$ cat src/rtl/hd44780_pkg.sv
// Shared definitions for the HD44780 sequencer: FSM state encoding, LCD command
// constants, the fixed power-on init ROM and wait-time helpers.
package hd44780_pkg;

  typedef enum logic [2:0] {
    ST_POWERUP_WAIT,
    ST_INIT_ISSUE,
    ST_INIT_WAIT,
    ST_IDLE,
    ST_ISSUE,
    ST_EXEC_WAIT
  } state_e;

  // LCD command bytes
  localparam logic [7:0] CMD_CLEAR        = 8'h01;
  localparam logic [7:0] CMD_HOME         = 8'h02;
  localparam logic [7:0] CMD_FUNC_8B_2L   = 8'h38;
  localparam logic [7:0] CMD_DISP_ON      = 8'h0C;
  localparam logic [7:0] CMD_ENTRY_INC    = 8'h06;

  // Init ROM geometry
  localparam int unsigned INIT_LEN   = 6;
  localparam int unsigned INIT_IDX_W = 3;
  localparam logic [INIT_IDX_W-1:0] INIT_LAST = INIT_IDX_W'(INIT_LEN - 1);

  // Shortest wait: covers the two-cycle E pulse downstream plus margin
  localparam int unsigned MIN_WAIT_CYC = 4;

  // Power-on init sequence: function set x3, display on, clear, entry mode
  function automatic logic [7:0] init_cmd(input logic [INIT_IDX_W-1:0] idx);
    case (idx)
      3'd0, 3'd1, 3'd2: return CMD_FUNC_8B_2L;
      3'd3:             return CMD_DISP_ON;
      3'd4:             return CMD_CLEAR;
      3'd5:             return CMD_ENTRY_INC;
      default:          return 8'h00;
    endcase
  endfunction

  // Microseconds to clock cycles, floored at MIN_WAIT_CYC
  function automatic int unsigned us_to_cycles(input int unsigned clk_hz,
                                               input int unsigned us);
    int unsigned c;
    c = (clk_hz / 32'd1000000) * us;
    return (c < MIN_WAIT_CYC) ? MIN_WAIT_CYC : c;
  endfunction

  // Clear (0x01) and home (0x02, 0x03 since DB0 is don't-care) need the long wait
  function automatic logic is_long_cmd(input logic rs, input logic [7:0] db);
    return !rs && (db == CMD_CLEAR || db == CMD_HOME || db == (CMD_CLEAR | CMD_HOME));
  endfunction

endpackage

$ cat src/rtl/hd44780_delay_timer.sv
// Down-counting wait timer.
// Ports: i_clk/i_reset (async active-high), i_start loads i_load into the counter,
// o_done_c is a combinational one-cycle pulse on the last cycle of the wait
// (counter == 1). A wait of N cycles measured from the cycle i_start is high
// therefore needs i_load = N-1.
module hd44780_delay_timer #(
  parameter int unsigned W = 8
) (
  input  logic         i_clk,
  input  logic         i_reset,
  input  logic         i_start,
  input  logic [W-1:0] i_load,
  output logic         o_done_c
);

  logic [W-1:0] r_cnt;

  // Load on start, otherwise count down and park at zero
  always_ff @(posedge i_clk or posedge i_reset) begin
    if (i_reset) begin
      r_cnt <= '0;
    end else if (i_start) begin
      r_cnt <= i_load;
    end else if (r_cnt != '0) begin
      r_cnt <= r_cnt - W'(1);
    end
  end

  assign o_done_c = (r_cnt == W'(1));

endmodule

$ cat src/rtl/hd44780_sequencer.sv
// HD44780 command/data sequencer (8-bit mode). After reset it waits the power-up
// time, plays the fixed init sequence, then accepts one client byte at a time and
// holds the bus through the command's execution time.
// Ports: i_clk, i_reset (async active-high); client i_valid/i_rs/i_byte with
// o_ready handshake; downstream o_ena strobe, o_rs, o_db[7:0]; o_init_done.
module hd44780_sequencer
  import hd44780_pkg::*;
#(
  parameter int unsigned CLK_HZ       = 12000000,
  parameter int unsigned POWERUP_US   = 20000,
  parameter int unsigned EXEC_US      = 50,
  parameter int unsigned LONG_EXEC_US = 2000
) (
  input  logic       i_clk,
  input  logic       i_reset,
  input  logic       i_valid,
  input  logic       i_rs,
  input  logic [7:0] i_byte,
  output logic       o_ready,
  output logic       o_ena,
  output logic       o_rs,
  output logic [7:0] o_db,
  output logic       o_init_done
);

  localparam int unsigned PU_CYC   = us_to_cycles(CLK_HZ, POWERUP_US);
  localparam int unsigned EXEC_CYC = us_to_cycles(CLK_HZ, EXEC_US);
  localparam int unsigned LONG_CYC = us_to_cycles(CLK_HZ, LONG_EXEC_US);
  localparam int unsigned MAX_CYC  = (PU_CYC > LONG_CYC)
                                     ? ((PU_CYC > EXEC_CYC) ? PU_CYC : EXEC_CYC)
                                     : ((LONG_CYC > EXEC_CYC) ? LONG_CYC : EXEC_CYC);
  localparam int unsigned CNT_W    = $clog2(MAX_CYC + 1);

  state_e                  r_state;
  logic [INIT_IDX_W-1:0]   r_idx;
  logic                    r_ena;
  logic                    r_rs;
  logic [7:0]              r_db;
  logic                    r_ready;
  logic                    r_init_done;
  logic                    r_tmr_start;
  logic [CNT_W-1:0]        r_tmr_load;

  logic                    w_tmr_done;
  logic [INIT_IDX_W-1:0]   w_next_idx;
  logic [7:0]              w_next_cmd;

  // Timer load for a command: the wait includes the o_ena cycle, and the
  // registered start costs one cycle, hence cycles-1.
  function automatic logic [CNT_W-1:0] exec_load(input logic rs, input logic [7:0] db);
    return is_long_cmd(rs, db) ? CNT_W'(LONG_CYC - 1) : CNT_W'(EXEC_CYC - 1);
  endfunction

  assign w_next_idx = r_idx + INIT_IDX_W'(1);
  assign w_next_cmd = init_cmd(w_next_idx);

  hd44780_delay_timer #(.W(CNT_W)) u_timer (
    .i_clk    (i_clk),
    .i_reset  (i_reset),
    .i_start  (r_tmr_start),
    .i_load   (r_tmr_load),
    .o_done_c (w_tmr_done)
  );

  // Sequencer FSM. The start strobe comes out of reset already armed with the
  // power-up wait so the first init command issues PU_CYC cycles after release.
  always_ff @(posedge i_clk or posedge i_reset) begin
    if (i_reset) begin
      r_state     <= ST_POWERUP_WAIT;
      r_idx       <= '0;
      r_ena       <= 1'b0;
      r_rs        <= 1'b0;
      r_db        <= 8'h00;
      r_ready     <= 1'b0;
      r_init_done <= 1'b0;
      r_tmr_start <= 1'b1;
      r_tmr_load  <= CNT_W'(PU_CYC - 1);
    end else begin
      r_ena       <= 1'b0;
      r_tmr_start <= 1'b0;
      case (r_state)
        ST_POWERUP_WAIT: begin
          if (w_tmr_done) begin
            r_idx       <= '0;
            r_rs        <= 1'b0;
            r_db        <= init_cmd(INIT_IDX_W'(0));
            r_ena       <= 1'b1;
            r_tmr_start <= 1'b1;
            r_tmr_load  <= exec_load(1'b0, init_cmd(INIT_IDX_W'(0)));
            r_state     <= ST_INIT_ISSUE;
          end
        end
        ST_INIT_ISSUE: r_state <= ST_INIT_WAIT;
        ST_INIT_WAIT: begin
          if (w_tmr_done) begin
            if (r_idx == INIT_LAST) begin
              r_ready     <= 1'b1;
              r_init_done <= 1'b1;
              r_state     <= ST_IDLE;
            end else begin
              r_idx       <= w_next_idx;
              r_db        <= w_next_cmd;
              r_ena       <= 1'b1;
              r_tmr_start <= 1'b1;
              r_tmr_load  <= exec_load(1'b0, w_next_cmd);
              r_state     <= ST_INIT_ISSUE;
            end
          end
        end
        ST_IDLE: begin
          if (i_valid && r_ready) begin
            r_rs        <= i_rs;
            r_db        <= i_byte;
            r_ena       <= 1'b1;
            r_ready     <= 1'b0;
            r_tmr_start <= 1'b1;
            r_tmr_load  <= exec_load(i_rs, i_byte);
            r_state     <= ST_ISSUE;
          end
        end
        ST_ISSUE: r_state <= ST_EXEC_WAIT;
        ST_EXEC_WAIT: begin
          if (w_tmr_done) begin
            r_ready <= 1'b1;
            r_state <= ST_IDLE;
          end
        end
        default: r_state <= ST_POWERUP_WAIT;
      endcase
    end
  end

  assign o_ready     = r_ready;
  assign o_ena       = r_ena;
  assign o_rs        = r_rs;
  assign o_db        = r_db;
  assign o_init_done = r_init_done;

endmodule

$ cat config.mk
export PLATFORM = sky130hd
export DESIGN_NAME = hd44780_sequencer
export DESIGN_NICKNAME = d
export VERILOG_FILES = /design/src/rtl/hd44780_pkg.sv /design/src/rtl/hd44780_delay_timer.sv /design/src/rtl/hd44780_sequencer.sv
export SDC_FILE = /design/constraint.sdc
export NUM_CORES = 1
export LEC_CHECK = 0
export ABC_AREA = 1
export BUFFER_PORTS_ARGS = -buffer_cell sky130_fd_sc_hd__buf_2
export CAP_MARGIN = 20
export CORE_UTILIZATION = 49
export CTS_BUF_LIST = sky130_fd_sc_hd__clkbuf_4 sky130_fd_sc_hd__clkbuf_8 sky130_fd_sc_hd__clkbuf_16
export CTS_CLUSTER_DIAMETER = 40
export DETAILED_ROUTE_END_ITERATION = 16
export PLACE_DENSITY = 0.76
export SYNTH_ARGS = -nofsm -noshare
export SYNTH_HDL_FRONTEND = slang
export SYNTH_SLANG_ARGS = --single-unit
$ cat constraint.sdc
create_clock -name i_clk -period 1.7 [get_ports i_clk]
set_clock_uncertainty 0.2 [all_clocks]
set_input_delay 0.51 -clock i_clk [delete_from_list [all_inputs] [get_ports i_clk]]
set_output_delay 0.51 -clock i_clk [all_outputs]
set_load 0.02 [all_outputs]
Word level (Yosys, flattened, before mapping):

Cells that the tools add are included.

* $add $sub $neg: 2
* equal/unequal tests: 24
* mux-type cells: 38
* reduce and logical (&&, ||, !) cells: 22

Operators with widths (count)
* $mux W18: 6
* $pmux W18 S3: 1
* $eq A8 B2 Y1 const B: 4
* $mux W8: 4
* $mux W15: 2
* $pmux W6 S4: 1
* $pmux W8 S3: 1
* $mux W3: 7
* $eq A18 B1 Y1 const B: 1
* $pmux W3 S6: 1
* $reduce_bool A18 Y1: 1
* $sub A18 B1 Y18 const B: 1
* $eq A8 B1 Y1 const B: 2
* $eq A3 B3 Y1 const B: 5
* $eq A3 B2 Y1 const B: 4
* $mux W1: 10
* $reduce_and A5 Y1: 2
* $reduce_and A4 Y1: 2
* $eq A3 B1 Y1 const B: 2
* $logic_not A3 Y1: 2
* $ne A2 B1 Y1 const B: 3
* $ne A2 B2 Y1 const B: 3
* $pmux W1 S3: 2
* $pmux W3 S2: 1
* 10 further kinds: 18

* register bits: 55
* input bits: 12
* output and inout port bits: 12
* word-level logic and storage cells: 96

Logic depth before layout (Yosys ltp):

Gate-level depths: netlist of run 1.

* depth after elaboration: 11
* mapped depth: 10
* gate-level depth less buffers: 10

Hierarchy:

A second synthesis of run 1 with hierarchy kept.

* cell total of the unflattened synthesis: 381
* area total of the unflattened synthesis: 2693.8 sq um

Modules (own cells, without submodules)
* hd44780_sequencer: instances 1, cells each 180, area an instance 1406.3 sq um, seq. area each 605.6 sq um
* hd44780_delay_timer: instances 1, cells each 201, area an instance 1287.5 sq um, seq. area each 450.4 sq um

Worst setup path before layout of run 1:

Ideal clock, no wire load.

* kind: flip-flop to flip-flop
* from: register r_idx[0]
* to: register r_db[3], in the netlist o_db[3]
* setup time: 117 ps
* data arrival time: 1507 ps
* data required time: 1383 ps
* path slack: -124 ps
* cell stages (with the launch flop): 9
* path buffers: 0
* period minus slack after synthesis: 1824 ps
* path through: dfrtp_1 > ha_1 > ha_1 > a21oi_1 > nand2_1 > a21oi_1 > nand3_1 > nand2_1 > nand2_1

* cells in the longest elaborated chain, start to end: 7
* elaborated cells on any way between the ends: 15
* those cells by class: add/sub (1); eq/ne (7); mux (4); reduce/logical (3)

RTL lines
* start: declaration: RTL line hd44780_sequencer.sv:35 `logic [INIT_IDX_W-1:0] r_idx;`
* start signal: assignment: RTL line hd44780_sequencer.sv:101 `r_idx <= w_next_idx;`
* $add A3 B1 Y3: RTL line hd44780_sequencer.sv:54 `assign w_next_idx = r_idx + INIT_IDX_W'(1);`
* $eq A3 B1 Y1 (tied with other cells): RTL line hd44780_pkg.sv:31 `case (idx)`
* $reduce_or A3 Y1: RTL line hd44780_pkg.sv:31
* $pmux W6 S4: RTL line hd44780_pkg.sv:31
* $mux W8: RTL line hd44780_sequencer.sv:96 `if (r_idx == INIT_LAST) begin`
* $mux W8: RTL line hd44780_sequencer.sv:95 `if (w_tmr_done) begin`
* $pmux W8 S3: RTL line hd44780_sequencer.sv:81 `case (r_state)`
* end signal: assignment: RTL line hd44780_sequencer.sv:86 `r_db <= init_cmd(INIT_IDX_W'(0));`
* end signal: assignment: RTL line hd44780_sequencer.sv:102 `r_db <= w_next_cmd;`
* end signal: assignment: RTL line hd44780_sequencer.sv:113 `r_db <= i_byte;`
* end: declaration: RTL line hd44780_sequencer.sv:38 `logic [7:0] r_db;`

Parallel ways exist; a longest one is shown, timed or not. The select of a mux whose other input is x is not followed.
A chain may end at the register's enable or synchronous reset.

Worst setup path in the final report of run 1:

* from: register u_timer.r_cnt[1]
* to: register r_tmr_load[9]

* cells in the longest elaborated chain, start to end: 3
* elaborated cells on any way between the ends: 4
* those cells by class: eq/ne (3); reduce/logical (1)

RTL lines
* start: declaration: RTL line hd44780_delay_timer.sv:16 `logic [W-1:0] r_cnt;`
* start signal: assignment: RTL line hd44780_delay_timer.sv:23 `r_cnt <= i_load;`
* start signal: assignment: RTL line hd44780_delay_timer.sv:25 `r_cnt <= r_cnt - W'(1);`
* $eq A18 B1 Y1 (*): RTL line hd44780_delay_timer.sv:29 `assign o_done_c = (r_cnt == W'(1));`
* $ne A2 B1 Y1 (no source line)
* $reduce_and A5 Y1 (no source line) (*)
* end signal: assignment: RTL line hd44780_sequencer.sv:77 `r_tmr_load <= CNT_W'(PU_CYC - 1);`
* end signal: assignment: RTL line hd44780_sequencer.sv:89 `r_tmr_load <= exec_load(1'b0, init_cmd(INIT_IDX_W'(0)));`
* end signal: assignment: RTL line hd44780_sequencer.sv:105 `r_tmr_load <= exec_load(1'b0, w_next_cmd);`
* end: declaration: RTL line hd44780_sequencer.sv:42 `logic [CNT_W-1:0] r_tmr_load;`

Every way passes the cells marked *; elsewhere a longest branch is shown, timed or not.

==> metrics.txt, run 1 <==
crit start category=flip-flop; Ant. Diodes=0; layout cell share with drive strength beyond 1=48.5%; initial antenna violation count=0; Top Family by Delay on Critical Path=simple AND/OR/NAND/NOR gates; Synth Cell Area=2490 um^2; Post-Syn Area per Cell=7.89 um^2; Die ar.=5380 um^2; clock buffer depth=2; Vias=2382; CP Launch Point=u_timer.r_cnt[1]; Clock Sinks=42; port buffer count=23; crit end category=flip-flop; vias per cell=5.21; failing checks=setup timing; Die Width=73.3 um; Syn. warnings=0; WL met1=2.66 mm; core footprint=4820 um^2; most frequent cells in the layout=nand2_1 (74), dfrtp_1 (37), buf_4 (31), inv_1 (24), buf_2 (23); CTS H-tree depth=2; placed cell area=2990 um^2; final instance area=3610 um^2; Slew HR=80.4%; critical-path maximum fanout=6; DR iter-0 viols=111; RSZ-0062 raised after global routing=yes; CP Cell Sequence=inv_2, buf_6, ha_4, nand3_4, nor2_4, nand2_4, nor2_8, inv_6, clkbuf_16, nand3_2, nand2_1; Final WS setup=-132 ps; WL met3=179 um; CP Data Required Time=1690 ps; final net count=409; Remaining DRCs=0; Worst R2R Setup Slack=-130 ps; WP depth=11; share of the yosys chip area belonging to registers=42.3%; worst setup path endpoint=r_tmr_load[9]; gpl congestion=0.881; Layout Utilization=74.9%; FILL cells=360; Arr. time, crit path=1830 ps; WP buf/inv=4; TritonRoute pass-1 iters=4; metal2 WL=3.55 mm; hold buffers post-CTS=0; worst r2r path cells=11; post-synth net total=336; DR top layer=met4; vias in the first global route=2137; layout overhead on the synthesized area=44.8%; total grt overflow=0; Slowest-stage cell, CP=dfrtp_1; Fin Setup TNS=-2130 ps; commonest non-fill, non-tap cell in the layout=nand2_1; Setup CP Type=flip-flop to flip-flop; Clk pin slew, worst setup/hold paths=90 ps; root buffer cell=clkbuf_8; fin. max-slew vios=0; Final period util=108%; status=finished with violations; CTS tree=built; #FFs+latches synth=42; VDD IR-drop max=0.334 mV; final hold slack=62.0 ps; highest clock rate=546 MHz; first-pass GRT wire length=9.49 mm; total clock buffers created by CTS=5; Boundary Pins=24; dpl cells=437; DIE HEIGHT=73.3 um; Worst Max-Slew Pin Slew=294 ps; RR Endpoint=r_tmr_load[9]; endpoints failing hold=0; Initial Util=51.8%; clk_lat worst skew=300 ps; Pwr Density=522 nW/um^2; CP peak stage delay=400 ps; worst flop-to-flop path startpoint=u_timer.r_cnt[1]; Layout Cells excl Fill=457; HPWL after DPL=4.14 mm; post-route ant nets=0; final wirelength=6.59 mm; pin count of the biggest net entering global routing=43; Static Leakage=1.75 nW; MaxCap Viol Count=0; Mapped Cells=316; HP Class=input port to asynchronous set/reset pin; wire per inst=14.4 um; Core Rows=25; final setup fails=32; Yosys cell types=34; Tot GR Track Use=23.0%; fin crit period=1830 ps
-- worst min path at each step --
stage,startpoint,endpoint
floorplan,r_tmr_load[16],r_tmr_load[16]
global placement,r_tmr_load[16],r_tmr_load[16]
detailed placement,r_tmr_load[16],r_tmr_load[16]
CTS,i_reset,u_timer.r_cnt[15]
global route,i_reset,u_timer.r_cnt[8]
finish,i_reset,u_timer.r_cnt[4]
-- per-stage QoR --
step	total power (W)	setup WS, ps
2_1_floorplan	0.00105	0.208
3_3_place_gp	0.00108	-48.9
3_5_place_dp	0.00108	-95.1
4_1_cts	0.00190	-106
5_1_grt	0.00195	-203
6_report	0.00188	-132
-- flip-flops by register name, summed over array words and instances (netlist names) --
| register | flops |
|---|---|
| o_db | 8 |
| o_init_done | 1 |
| r_idx | 3 |
| o_ready | 1 |
| o_rs | 1 |
| u_timer.r_cnt | 18 |
| r_tmr_load | 5 |
| r_tmr_start | 1 |
| r_state | 3 |
| o_ena | 1 |
-- where the power goes --
group / total [W] / internal [W] / switching (W)
Clock: 0.000826 / 0.000455 / 0.000371
Sequential: 0.00100 / 0.00100 / 0.00000162
Combinational: 0.0000545 / 0.0000193 / 0.0000351
-- cell usage after synthesis (all sizes together) --
cell type  instances  area share, %
o21bai             1           0.30
xnor2              4            1.4
nor2              40            8.5
nand3             34            9.0
ha                 8            4.0
nand2            100             16
or2                1           0.25
inv               35            5.3
o21ai             17            3.6
xor2               3            1.1
dfrtp             38             38
nand4              4            1.3
dfstp              4            4.2
buf                5            1.4
o21a               1           0.30
a21oi             13            2.6
nor3               2           0.85
o211ai             1           0.30
nand3b             3           0.90
and2               1           0.25
o22ai              1           0.25
-- layout make-up --
cell class / count / area, um^2 / area share (%)
clock inverters: 2 / 37.5 / 1.04
clock buffers: 6 / 76.3 / 2.11
flip-flops and latches: 42 / 1060 / 29.3
inverters: 35 / 144 / 3.99
multi-input cells: 234 / 1620 / 45.0
well taps: 67 / 83.8 / 2.32
repair buffers: 71 / 588 / 16.3
-- tightest hold or removal path, cell delays in order --
cell and delay, ps:
buf_2 90, inv_1 90, buf_12 240
-- metal layers --
layer,global-route usage (%),vias to the layer above
li1,-,1158
met3,4.53,21
met5,0,-
met2,39.9,54
met1,28.0,1149
met4,9.62,0
-- cell families (layout without fill, tap and decap cells) --
| group | after synthesis | count (layout) | synth area share, % |
|---|---|---|---|
| and+or+nand+nor | 185 | 185 | 37.2 |
| DFF | 42 | 42 | 42.3 |
| buffers and inverters | 40 | 114 | 6.62 |
| AOI/OAI and AO/OA | 34 | 34 | 7.33 |
| adders and majority gates | 8 | 8 | 4.01 |
| xor gates and xnor gates | 7 | 7 | 2.46 |
-- what timing repair did --
item | in CTS | in global routing
pin swaps | 8 | 37
gates resized for setup | 14 | 99
gates cloned | 0 | 1
endpoints found under the setup margin | 32 | 38
buffers inserted | 3 | 10
Note: power is estimated with default switching activity, not from simulation.
==> run 2: changes to the inputs <==
PLACE_DENSITY = 0.71   (was 0.76)
==> run 2 against run 1 <==
The flow still finishes with violations (setup timing). Critical path type unchanged. Clock power shrank 17%. Largest cell class unchanged. Sequential cell count is the same. Wire length shrank 9.4%. Sequential share of layout area grew 0.82 points. Highest routed layer unchanged.
==> metrics.txt, run 2 (synthesis results as in run 1) <==
total clock buffers created by CTS=5 (unchanged); commonest non-fill, non-tap cell in the layout=nand2_1; failing checks=setup timing; Switching Fraction=24.7% (+3.0 points); CP Data Required Time=1710 ps (+20 ps); Tot GR Track Use=23.8% (+0.76 points); clock buffer depth=2 (unchanged); layout overhead on the synthesized area=41.0%; sw power=0.000431 W (+5.7%); Boundary Pins=24 (unchanged); fraction of power consumed by sequential logic=57.5% (+4.2 points); Setup CP Type=flip-flop to flip-flop; gpl congestion=0.845 (-4.1%); Tot Pwr=0.00174 W (-7.3%); Final period util=104% (-4.1 points); DIE HEIGHT=73.3 um (unchanged); layout cell share with drive strength beyond 1=45.0% (-3.5 points); crit end category=flip-flop; total grt overflow=0 (unchanged); dpl cells=445 (+1.8%); DR iter-0 viols=107 (-3.6%); Static Leakage=1.72 nW (-2.1%); HP Class=input port to asynchronous set/reset pin; Die Width=73.3 um (unchanged); Remaining DRCs=0 (unchanged); Layout Cells excl Fill=465 (+1.8%); pin count of the biggest net entering global routing=43 (unchanged); fin crit period=1760 ps (-70.5 ps); final instance area=3520 um^2 (-2.6%); Core Rows=25 (unchanged); final net count=417 (+2.0%); CTS H-tree depth=2 (unchanged); MaxCap Viol Count=0 (unchanged); max FFs per register=18 (unchanged); crit start category=flip-flop; CTS tree=built; wire per inst=12.8 um (-11%); first-pass GRT wire length=9.60 mm (+1.2%); P_int=0.00131 W (-11%); root buffer cell=clkbuf_8; Die ar.=5380 um^2 (unchanged); Final WS setup=-61.5 ps (+70.5 ps); port buffer count=23 (unchanged); highest clock rate=568 MHz (+4.0%); Initial Util=51.8% (unchanged); Clk pin slew, worst setup/hold paths=90 ps (about the same); Ant. Diodes=0 (unchanged); clk_lat worst skew=310 ps (about the same); endpoints failing hold=0 (unchanged); post-route ant nets=0 (unchanged); most frequent cells in the layout=nand2_1 (81), buf_4 (44), dfrtp_1 (36), inv_1 (24), buf_2 (23); Worst Max-Slew Pin Slew=345 ps (+51.4 ps); Clock Power Share=39.5% (-4.4 points); final wirelength=5.97 mm (-9.4%); VDD IR-drop max=0.461 mV (+38%); placed cell area=3020 um^2 (+1.2%); Arr. time, crit path=1770 ps (-60 ps); fin. max-slew vios=0 (unchanged); initial antenna violation count=0 (unchanged); RSZ-0062 raised after global routing=yes; vias per cell=4.97 (-4.6%); final setup fails=13 (-59%); Largest Register=u_timer.r_cnt; Pwr Density=496 nW/um^2 (-4.8%); vias in the first global route=2172 (+1.6%); combinational share of power=3.1% (+0.2 points); Clock Sinks=42 (unchanged); HPWL after DPL=4.22 mm (+1.9%); Slew HR=77.0% (-3.5 points); Vias=2311 (-3.0%); critical-path maximum fanout=5 (-1); status=finished with violations; core footprint=4820 um^2 (unchanged); TritonRoute pass-1 iters=5 (+1)
[run 2: changes by cell type in the layout (fill, tap and decap cells not counted), sizes merged]
| cell | previous run | this run |
|---|---|---|
| buf | 70 | 79 |
| bufinv | 1 | 0 |
| clkbuf | 7 | 5 |
| clkinv | 0 | 1 |
| clkinvlp | 1 | 2 |
[run 2: final timing paths]
path | start | end | slack, ps | depth (start not counted)
setup / recovery | r_idx[0] | r_tmr_load[9] | -60 | 9
hold / removal | i_reset | u_timer.r_cnt[13] | 6 | 3
setup reg to reg | r_idx[0] | r_tmr_load[9] | -60 | 9
hold reg to reg | r_tmr_load[16] | r_tmr_load[16] | 270 | 2
max in group asynchronous | i_reset | r_tmr_start | 1020 | 3
min in group i_clk | i_byte[6] | o_db[6] | 210 | 3
[run 2: per-layer routing]
layer / wire, um / track usage (%)
met1: 2490 / 27.8
met2: 3180 / 43.3
met3: 202 / 4.66
met4: 101 / 8.33
met5: 0 / 0
[run 2: timing repair]
action / CTS / global route
setup endpoints to repair: 18 / 38
pin swaps: 7 / 20
resized for setup: 17 / 72
hold buffers: 0 / 0
buffers inserted: 2 / 10
gates cloned: 0 / 0
[run 2: layout make-up]
class                           count  area [um^2]
Fill cell                         399         1300
Multi-Input combinational cell    234         1550
Timing Repair Buffer               79          589
Inverter                           35          144
Tap cell                           67         83.8
Clock inverter                      3         23.8
Sequential cell                    42         1060
Clock buffer                        5         68.8
[run 2: critical path: stages, from the launching register on]
cell	delay (ps)
dfrtp_1	430
ha_4	190
ha_4	230
buf_4	140
a21oi_2	130
nand3_1	90
nand2_1	80
inv_1	50
nand2_2	70
nand2_2	50
[run 2: power groups by stage]
| stage | sequential [W] | clock, W | combinational (W) |
|---|---|---|---|
| 3_5_place_dp | 0.00102 | 0 | 0.0000556 |
| 5_1_grt | 0.00100 | 0.000744 | 0.0000624 |
| 2_1_floorplan | 0.00103 | 0 | 0.0000227 |
| 6_report | 0.00100 | 0.000689 | 0.0000536 |
| 3_3_place_gp | 0.00102 | 0 | 0.0000552 |
| 4_1_cts | 0.00100 | 0.000702 | 0.0000558 |
[run 2: stage by stage]
step / setup slack [ps] / hold slack, ps / setup TNS, ps / utilization, %
final: -61.5 / 6.37 / -268 / 73.0
after global routing: -165 / 35.9 / -2570 / 73.0
after CTS: -67.5 / 20.2 / -195 / 66.3
after detailed placement: -99.3 / 257 / -460 / 62.7
after global placement: -18.5 / 251 / -31.8 / 62.7
after floorplan: 0.208 / 232 / 0 / -
==> run 3: changes to the inputs <==
MAX_ROUTING_LAYER = met4   (was unset)
PLACE_DENSITY = 0.68   (was 0.71)
clock period = 2.15 ns   (was 1.7 ns; I/O delays follow)
==> run 3 against run 2 <==
The run now ends clean. Clock power is 7.8% lower. Sequential power is 21% lower. Final cell count shrank 12%. Global-route usage down 1.1 points. Power down 16%. Final area fell by 20%. Wire length down 13%. Register-to-register slack improved by 210 ps. Critical path type unchanged. Largest power group unchanged.
==> metrics.txt, run 3 (synthesis results as in run 1) <==
Initial Util=51.8% (unchanged); total clock buffers created by CTS=5 (unchanged); vias in the first global route=1921 (-12%); P_int=0.00115 W (-12%); Clk pin slew, worst setup/hold paths=80 ps (about the same); VDD IR-drop max=0.489 mV (+6.1%); HP Class=input port to asynchronous set/reset pin; post-route ant nets=0 (unchanged); final hold slack=170 ps (+164 ps); worst flop-to-flop path startpoint=r_idx[0]; commonest non-fill, non-tap cell in the layout=nand2_1; Final WS setup=153 ps (+214 ps); FILL cells=460 (+15%); sw power=0.000319 W (-26%); placed cell area=2690 um^2 (-11%); DR iter-0 viols=152 (+42%); Static Leakage=1.43 nW (-17%); MaxCap Viol Count=0 (unchanged); wire per inst=12.7 um (-1.2%); CTS tree=built; HPWL after DPL=3.98 mm (-5.8%); Pwr Density=525 nW/um^2 (+5.7%); port buffer count=23 (unchanged); DR top layer=met4; DIE HEIGHT=73.3 um (unchanged); vias per cell=5.00 (+0.70%); root buffer cell=clkbuf_8; Clock Sinks=42 (unchanged); clk_lat worst skew=300 ps (about the same); Fin Setup TNS=0 ps (+268 ps); Final period util=92.9% (-11 points); clock buffer depth=2 (unchanged); first-pass GRT wire length=9.00 mm (-6.3%); pin count of the biggest net entering global routing=43 (unchanged); Worst Max-Slew Pin Slew=589 ps (+244 ps); Slew HR=60.3% (-17 points); endpoints failing hold=0 (unchanged); highest clock rate=501 MHz (-12%); final net count=363 (-13%); total grt overflow=0 (unchanged); RR Endpoint=r_tmr_load[9]; TritonRoute pass-1 iters=4 (-1); WL met3=197 um (-2.5%); post-CTS sizing=0 (-17); metal2 WL=2.15 mm (-32%); Setup CP Type=flip-flop to flip-flop; Remaining DRCs=0 (unchanged); core footprint=4820 um^2 (unchanged); CP peak stage delay=410 ps (-20 ps); Boundary Pins=24 (unchanged); CTS H-tree depth=2 (unchanged); CP Cell Sequence=ha_1, ha_1, a21oi_1, nand2_1, nor2_1, nand3_1, nand2_1, inv_1, nand2_1, nand2_1; layout overhead on the synthesized area=12.4%; final instance area=2800 um^2 (-20%); Switching Fraction=21.7% (-3.0 points); most frequent cells in the layout=nand2_1 (93), dfrtp_1 (38), inv_1 (30), nor2_1 (30); Worst R2R Setup Slack=150 ps (+210 ps); status=completed; RSZ-0062 raised after global routing=no; most frequent CP cell=nand2_1; fin crit period=2000 ps (+236 ps); Die Width=73.3 um (unchanged); hold buffers post-CTS=0 (unchanged); Core Rows=25 (unchanged); combinational share of power=2.9% (-0.2 points); crit end category=flip-flop; worst r2r path cells=10 (+1); critical-path maximum fanout=6 (+1); Largest Register=u_timer.r_cnt; final wirelength=5.21 mm (-13%); Arr. time, crit path=1990 ps (+220 ps); gpl congestion=0.894 (+5.8%); Clock Power Share=43.2% (+3.7 points); crit start category=flip-flop; Ant. Diodes=0 (unchanged); Vias=2057 (-11%); final setup fails=0 (-13); Die ar.=5380 um^2 (unchanged); pre-CTS setup slack=183 ps (+282 ps); max FFs per register=18 (unchanged); fraction of power consumed by sequential logic=53.9% (-3.6 points); initial antenna violation count=0 (unchanged); fin. max-slew vios=0 (unchanged); post-CTS setup buffer count=0 (-2); Tot Pwr=0.00147 W (-16%); Tot GR Track Use=22.6% (-1.1 points); WL met1=2.81 mm (+13%); layout cell share with drive strength beyond 1=21.5% (-23 points); CP Data Required Time=2140 ps (+430 ps); Slowest-stage cell, CP=dfrtp_1
==> run 3: cell types whose count changed in the layout (fill, tap and decap cells not counted), sizes merged <==
| cell | previous run | this run |
|---|---|---|
| inv | 35 | 34 |
| buf | 79 | 25 |
| bufinv | 0 | 1 |
==> run 3: power groups by stage <==
| stage | logic (W) | clock network [W] | registers (W) |
|---|---|---|---|
| after floorplan | 0.0000180 | 0 | 0.000811 |
| after global placement | 0.0000442 | 0 | 0.000808 |
| after detailed placement | 0.0000451 | 0 | 0.000808 |
| after CTS | 0.0000450 | 0.000651 | 0.000793 |
| after global routing | 0.0000498 | 0.000681 | 0.000793 |
| final | 0.0000432 | 0.000635 | 0.000793 |
==> run 3: worst max-delay path by stage <==
stage	slack (ps)	to	startpoint
floorplan	330	o_db[3]	r_idx[0]
global placement	220	r_tmr_load[9]	r_idx[0]
detailed placement	180	o_db[3]	r_idx[0]
CTS	170	o_db[3]	r_idx[0]
global route	20	r_tmr_load[9]	r_idx[0]
finish	150	r_tmr_load[9]	r_idx[0]
==> run 3: metrics by stage <==
| step | std cells | util (%) |
|---|---|---|
| 3_3_place_gp | 403 | 55.8 |
| 4_1_cts | 411 | 58.1 |
| 6_report | 411 | 58.2 |
| 2_1_floorplan | 316 | - |
| 3_5_place_dp | 403 | 55.8 |
| 5_1_grt | 411 | 58.2 |
==> run 3: critical path, delay by kind of cell, from the launching register on <==
family	cells	cell delay, ps
buffers and inverters	1	40
adders and majority gates	2	560
AOI/OAI and AO/OA	1	170
DFF	1	410
and+or+nand+nor	6	510
==> run 3: area by class of cell <==
cell class	instances	area [um^2]	share of cell area [%]
Clock buffer	5	68.8	2.45
Clock inverter	3	45.0	1.61
Inverter	35	131	4.69
Multi-Input combinational cell	234	1280	45.5
Sequential cell	42	1060	37.7
Tap cell	67	83.8	2.99
Timing Repair Buffer	25	143	5.09
==> run 3: per-layer routing <==
layer  global-route usage, %  up-vias
li1                        -     1056
met1                    35.3      951
met2                    29.9       46
met3                    4.25        4
met4                    5.56        0
met5                       -        -
